===== config.mk =====
export PLATFORM = sky130hd
export DESIGN_NAME = imem_loader_flat
export DESIGN_NICKNAME = d
export VERILOG_FILES = /design/src/rtl/imem_loader_if.sv /design/src/rtl/imem_loader.sv /design/src/flat_wrapper.sv
export SDC_FILE = /design/constraint.sdc
export NUM_CORES = 1
export LEC_CHECK = 0
export CORE_ASPECT_RATIO = 0.7
export CORE_MARGIN = 2
export CORE_UTILIZATION = 25
export DETAILED_ROUTE_END_ITERATION = 6
export PLACE_DENSITY_LB_ADDON = 0.05
export SLEW_MARGIN = 5
export SYNTH_ARGS = -nofsm -noshare
export SYNTH_HDL_FRONTEND = slang
export SYNTH_SLANG_ARGS = --single-unit

===== constraint.sdc =====
create_clock -name clk -period 1.9 [get_ports clk]
set_input_delay 0.285 -clock clk [delete_from_list [all_inputs] [get_ports clk]]
set_output_delay 0.285 -clock clk [all_outputs]
set_load 0.01 [all_outputs]

===== src/rtl/imem_loader_if.sv =====
// Loader-side bundle: byte stream in, imem write port and core control out.
interface imem_loader_if #(parameter int ADDR_W = 6);
  logic              start;
  logic [7:0]        in_data;
  logic              in_valid;
  logic              in_ready;
  logic              imem_we;
  logic [ADDR_W-1:0] imem_waddr;
  logic [31:0]       imem_wdata;
  logic              core_reset;
  logic              busy;
  logic              done;
  logic              err;

  modport slave (
    input  start, in_data, in_valid,
    output in_ready, imem_we, imem_waddr, imem_wdata, core_reset, busy, done, err
  );

  modport master (
    output start, in_data, in_valid,
    input  in_ready, imem_we, imem_waddr, imem_wdata, core_reset, busy, done, err
  );
endinterface


===== src/rtl/imem_loader.sv =====
// Boot loader: length header, LSB-first instruction words into imem, XOR checksum.
// Keeps the core in reset until a load finishes with a matching checksum.
module imem_loader #(
  parameter int ADDR_W = 6
) (
  input  logic         clk,
  input  logic         reset,
  imem_loader_if.slave bus
);
  localparam logic [16:0] DEPTH_L = 17'(1 << ADDR_W);

  typedef enum logic [2:0] {
    S_IDLE, S_LEN0, S_LEN1, S_DATA, S_CHK, S_DONE, S_ERR
  } state_t;

  state_t            r_state;
  logic [15:0]       r_len;
  logic [7:0]        r_chk;
  logic [1:0]        r_byte_cnt;
  logic [ADDR_W:0]   r_word_cnt;
  logic [23:0]       r_word;
  logic              r_we;
  logic [ADDR_W-1:0] r_waddr;
  logic [31:0]       r_wdata;
  logic              r_core_reset;
  logic              r_busy;
  logic              r_done;
  logic              r_err;

  logic              w_ready;
  logic              w_acc;
  logic [15:0]       w_len;
  logic              w_last_word;

  always_comb begin
    w_ready = 1'b0;
    case (r_state)
      S_LEN0, S_LEN1, S_DATA, S_CHK: w_ready = 1'b1;
      default:                       w_ready = 1'b0;
    endcase
  end

  assign w_acc       = bus.in_valid && w_ready;
  assign w_len       = {bus.in_data, r_len[7:0]};
  // word_cnt still holds the index of the word being completed
  assign w_last_word = ({{(15 - ADDR_W){1'b0}}, r_word_cnt} + 16'd1) == r_len;

  always_ff @(posedge clk) begin
    if (reset) begin
      r_state      <= S_IDLE;
      r_len        <= '0;
      r_chk        <= '0;
      r_byte_cnt   <= '0;
      r_word_cnt   <= '0;
      r_word       <= '0;
      r_we         <= 1'b0;
      r_waddr      <= '0;
      r_wdata      <= '0;
      r_core_reset <= 1'b1;
      r_busy       <= 1'b0;
      r_done       <= 1'b0;
      r_err        <= 1'b0;
    end else begin
      r_we <= 1'b0;
      case (r_state)
        S_IDLE, S_DONE, S_ERR: begin
          if (bus.start) begin
            r_state      <= S_LEN0;
            r_len        <= '0;
            r_chk        <= '0;
            r_byte_cnt   <= '0;
            r_word_cnt   <= '0;
            r_word       <= '0;
            r_waddr      <= '0;
            r_busy       <= 1'b1;
            r_core_reset <= 1'b1;
            r_done       <= 1'b0;
            r_err        <= 1'b0;
          end
        end
        S_LEN0: begin
          if (w_acc) begin
            r_len[7:0] <= bus.in_data;
            r_chk      <= r_chk ^ bus.in_data;
            r_state    <= S_LEN1;
          end
        end
        S_LEN1: begin
          if (w_acc) begin
            r_len <= w_len;
            r_chk <= r_chk ^ bus.in_data;
            if ({1'b0, w_len} > DEPTH_L) begin
              r_state <= S_ERR;
              r_err   <= 1'b1;
              r_busy  <= 1'b0;
            end else if (w_len == 16'd0) begin
              r_state <= S_CHK;
            end else begin
              r_state <= S_DATA;
            end
          end
        end
        S_DATA: begin
          if (w_acc) begin
            r_chk      <= r_chk ^ bus.in_data;
            r_byte_cnt <= r_byte_cnt + 2'd1;
            case (r_byte_cnt)
              2'd0: r_word[7:0]   <= bus.in_data;
              2'd1: r_word[15:8]  <= bus.in_data;
              2'd2: r_word[23:16] <= bus.in_data;
              default: begin
                // Write data is captured whole here, so the next word's
                // byte 0 can land in r_word during the write cycle.
                r_we       <= 1'b1;
                r_wdata    <= {bus.in_data, r_word};
                r_waddr    <= r_word_cnt[ADDR_W-1:0];
                r_word_cnt <= r_word_cnt + 1'b1;
                if (w_last_word) r_state <= S_CHK;
              end
            endcase
          end
        end
        S_CHK: begin
          if (w_acc) begin
            r_busy <= 1'b0;
            if (bus.in_data == r_chk) begin
              r_state      <= S_DONE;
              r_done       <= 1'b1;
              r_core_reset <= 1'b0;
            end else begin
              r_state <= S_ERR;
              r_err   <= 1'b1;
            end
          end
        end
        default: r_state <= S_IDLE;
      endcase
    end
  end

  assign bus.in_ready   = w_ready;
  assign bus.imem_we    = r_we;
  assign bus.imem_waddr = r_waddr;
  assign bus.imem_wdata = r_wdata;
  assign bus.core_reset = r_core_reset;
  assign bus.busy       = r_busy;
  assign bus.done       = r_done;
  assign bus.err        = r_err;
endmodule


===== src/flat_wrapper.sv =====
// flat-port wrapper written by rule: the top's interface ports become plain ports
module imem_loader_flat 
#(
  parameter int ADDR_W = 6
)
  (clk, reset, bus_start, bus_in_data, bus_in_valid, bus_in_ready, bus_imem_we, bus_imem_waddr, bus_imem_wdata, bus_core_reset, bus_busy, bus_done, bus_err);
  imem_loader_if #(.ADDR_W(ADDR_W)) bus_i ();
  input  logic clk;
  input  logic reset;
  input wire logic [$bits(bus_i.start)-1:0] bus_start;
  input wire logic [$bits(bus_i.in_data)-1:0] bus_in_data;
  input wire logic [$bits(bus_i.in_valid)-1:0] bus_in_valid;
  output wire logic [$bits(bus_i.in_ready)-1:0] bus_in_ready;
  output wire logic [$bits(bus_i.imem_we)-1:0] bus_imem_we;
  output wire logic [$bits(bus_i.imem_waddr)-1:0] bus_imem_waddr;
  output wire logic [$bits(bus_i.imem_wdata)-1:0] bus_imem_wdata;
  output wire logic [$bits(bus_i.core_reset)-1:0] bus_core_reset;
  output wire logic [$bits(bus_i.busy)-1:0] bus_busy;
  output wire logic [$bits(bus_i.done)-1:0] bus_done;
  output wire logic [$bits(bus_i.err)-1:0] bus_err;
  assign bus_i.start = bus_start;
  assign bus_i.in_data = bus_in_data;
  assign bus_i.in_valid = bus_in_valid;
  assign bus_in_ready = bus_i.in_ready;
  assign bus_imem_we = bus_i.imem_we;
  assign bus_imem_waddr = bus_i.imem_waddr;
  assign bus_imem_wdata = bus_i.imem_wdata;
  assign bus_core_reset = bus_i.core_reset;
  assign bus_busy = bus_i.busy;
  assign bus_done = bus_i.done;
  assign bus_err = bus_i.err;
  imem_loader #(.ADDR_W(ADDR_W)) u_core (.clk(clk), .reset(reset), .bus(bus_i));
endmodule

==> run_results.csv <==
group,metric,value,unit
finish,fin_util,34.8,%
timing,worst_slack,-44.3,ps
global_route,first_global_vias,4114,
synth,syn_area_per_cell,7.78,um^2
worst_setup_path,r2r-end,"u_core.r_state[1]",
pwr,p_per_area,1020,nW/um^2
synth,yosysTopAreaCellShare,45.7,%
worst_setup_path,cp_slowest_cell,"or4_4",
global_route,grtUsageTotal,15.2,%
timing,tns,-58.7,ps
finish,instances_no_fill,911,
worst_setup_path,path_cells,"or4_4 > or4_4 > o211ai_1 > a21oi_1 > nor2_1 > a311oi_1",
outcome,status,"finished, violations left",
pwr,p_leak,2.23,nW
route,first_pass_iters,4,
timing,hold_viol_final,0,
global_route,grt_start_max_net_pins,42,
clock_tree,cts_tree,"built",
synth,synth_common_cells,"nand2_1 (127), dfxtp_1 (103), a21oi_1 (100), nand3_1 (53), clkbuf_1 (29)",
route,wl_per_cell,15.7,um
floorplanning,die-width,165,um
route,drc,0,
job,maxCapViolCount,0,
synth,synth_edf_count,0,
global_route,grt_pass1_wl,22.4,mm
worst_setup_path,crit_required,2120,ps
floorplanning,dieArea,19200,um^2
worst_setup_path,critPathBufInv,0,
timing,setup_viol,2,
finish,insertedDiodeCount,0,
floorplanning,die_h,116,um
finish,final_cell_area,6220,um^2
floorplanning,rows,41,
route,wl,14.3,mm
timing,slew_headroom,71.2,%
worst_setup_path,worstSetupPathType,"reg -> reg",
clock_tree,cts_hold_buf,0,
worst_setup_path,slowest_delay,560,ps
route,ant_nets,0,
worst_hold_path,holdPathEnd,"u_core.bus.imem_we",
floorplanning,io_pins,56,
pwr,max-vdd-ir-drop,0.395,mV
worst_hold_path,holdCritStartpoint,"reset",
timing,fin_crit_sh,102,%
timing,slew_violations,0,
synth,synth_area_leaders,"dfxtp_1 (46%), a21oi_1 (11%), nand2_1 (11%), nand3_1 (5.9%), clkbuf_1 (2.4%)",
clock_tree,clockBufferDepth,2,
worst_hold_path,holdPathStages,2,
timing,fmax,0.514,GHz
clock_tree,clkSinkCount,103,
route,num_vias,4313,
clock_tree,numCtsBuffers,9,
clock_tree,h-tree-depth,3,
finish,drive_gt1_share,16.4,%
worst_setup_path,cp_max_fo,2,
synth,synthDistinctLibCells,54,
timing,tightestPinTransition,426,ps
clock_tree,cts-root-buf,"clkbuf_16",
synth,ys_seq_area_share,45.7,%
worst_hold_path,worstHoldPathType,"in -> reg",
place,post_dp_cell_area,5720,um^2
timing,worst_clock_skew,5.74,ps
global_route,gr-total-overflow,0,
worst_setup_path,crit_arrival,2170,ps
place,routabilityCongestion,0.813,
timing,rsz0062_at_grt,"true",
worst_setup_path,reg2reg_slack,-40,ps
finish,fin_nets,688,
worst_setup_path,cp_top_family,"simple AND/OR/NAND/NOR gates",
worst_setup_path,end_kind,"flop",
synth,synth_seq_cells,103,
synth,async_reset_ff_share,0,%
synth,synth_nets,597,
synth,synth_most_common_cell,"nand2_1",
clock_tree,clk_latency,350,ps
place,dp.cells,893,
worst_setup_path,r2r_cells,6,
floorplanning,initial_utilization,25.3,%
synth,yosys.area.top_type,"dfxtp_1",
synth,ys.flop_type,"dfxtp_1",
synth,yosys_warnings,0,
synth,syn-instance-count,580,
worst_setup_path,start_kind,"flop",
worst_setup_path,crit_top_cell,"or4_4",
route,drt_iter0_drc,280,
synth,syn_area,4510,um^2
clock_tree,clk_pin_slew,70,ps
route,vias_per_cell,4.73,
floorplanning,fp.coreArea,17900,um^2
timing,period_minus_slack,1940,ps
global_route,grt_antenna_before_repair,0,
place,portBuffers,55,
outcome,violations,"setup timing",
finish,syn2layout_area_growth,37.9,%
worst_setup_path,r2r-start,"u_core.r_len[3]",
place,place_hpwl,9.87,mm
[what timing repair did]
| item | 4_1_cts | 5_1_grt |
|---|---|---|
| pin swaps | 9 | 7 |
| resized for setup | 7 | 22 |
| buffers inserted | 0 | 3 |
| cloned | 0 | 0 |
| setup endpoints to repair | 9 | 60 |
[worst register-to-register path, cell delays in order, from the launching register on]
cell      delay, ps
dfxtp_2         320
or4_4           560
or4_4           470
o211ai_1        190
a21oi_1          90
nor2_1          100
a311oi_1        100
[layout by cell type (no fill, tap or decap), types with 2 or more instances in the layout]
cell             netlist  routed
a21oi_4                0       2
bufinv_16              0       4
nor2_1                28      27
dfxtp_2                0       5
clkdlybuf4s50_1        0      50
nand2b_1               4       3
nor2b_1                4       4
dlymetal6s2s_1         0       4
nand4_1                2       2
nand2_2                0       2
nor3_1                 5       5
buf_4                  0      63
dfxtp_1              103      98
a31oi_1                2       2
a21oi_1              100      99
buf_6                  1       2
and3_1                 7       6
mux2i_1                2       2
clkbuf_16              0       9
or3_1                  4       4
inv_1                  6       6
or4_4                  0       2
buf_12                 0       4
and2_1                 6       6
o21ai_1               15      15
nand3b_1               7       7
a311oi_1               2       2
xor2_1                 6       6
nor4_1                 3       3
nand2_1              127     125
xnor2_1                9       9
ha_1                   5       4
nand3_1               53      52
o21ai_0                3       3
[logic make-up after synthesis]
logic type	after synthesis	share of synthesized area, %
adders and majority gates	5	1.39
xor gates and xnor gates	15	2.91
AOI/OAI and AO/OA	142	17.6
and+or+nand+nor	261	27.0
DFF	103	45.7
buffers and inverters	51	4.63
muxes	3	0.693
[worst max path at each step]
stage	startpoint	endpoint	slack [ps]	cells past startpoint
floorplan	bus_in_data[0]	u_core.bus.core_reset	40	7
global placement	bus_in_data[1]	u_core.r_state[0]	-370	8
detailed placement	bus_in_data[1]	u_core.r_state[0]	-380	8
CTS	u_core.r_len[3]	u_core.bus.err	-100	7
global route	u_core.r_chk[6]	u_core.r_state[0]	-140	7
finish	u_core.r_len[3]	u_core.r_state[1]	-40	6
[routing by layer]
metal | part of all wire, % | global-route usage [%]
met5 | 0 | 0
met4 | 1.0 | 2.90
met2 | 42 | 22.5
met1 | 53 | 22.1
met3 | 4.2 | 4.47
[power breakdown]
group | internal (mW) | total [mW] | leakage (nW) | switching, mW
Clock | 1.43 | 2.30 | 0.178 | 0.875
Combinational | 0.695 | 1.68 | 1.22 | 0.983
Sequential | 2.28 | 2.38 | 0.834 | 0.103
Total | 4.40 | 6.36 | 2.23 | 1.96
[area by class of cell]
cell class,count,area (um^2)
clock buffer,9,225
clock inverter,6,140
fill,1895,11600
inverter,7,26.3
multi-input combinational,426,2330
sequential,103,2070
tap,236,295
timing repair buffer,124,1130
[through the flow]
step	hold slack (ps)	worst slack [ps]	power, mW
detailed placement	445	-384	4.02
finish	345	-44.3	6.36
floorplan	432	40.8	3.36
global placement	442	-373	4.03
CTS	341	-104	6.39
global route	370	-139	6.71
[state kept, by name, indices dropped and copies added, names as in the netlist, 2 cells and up]
register,count
u_core.r_word,24
u_core.r_byte_cnt,2
u_core.r_word_cnt,7
u_core.r_state,3
u_core.bus.imem_waddr,6
u_core.r_chk,8
u_core.r_len,16
u_core.bus.imem_wdata,32
(Power assumes the default switching activity.)
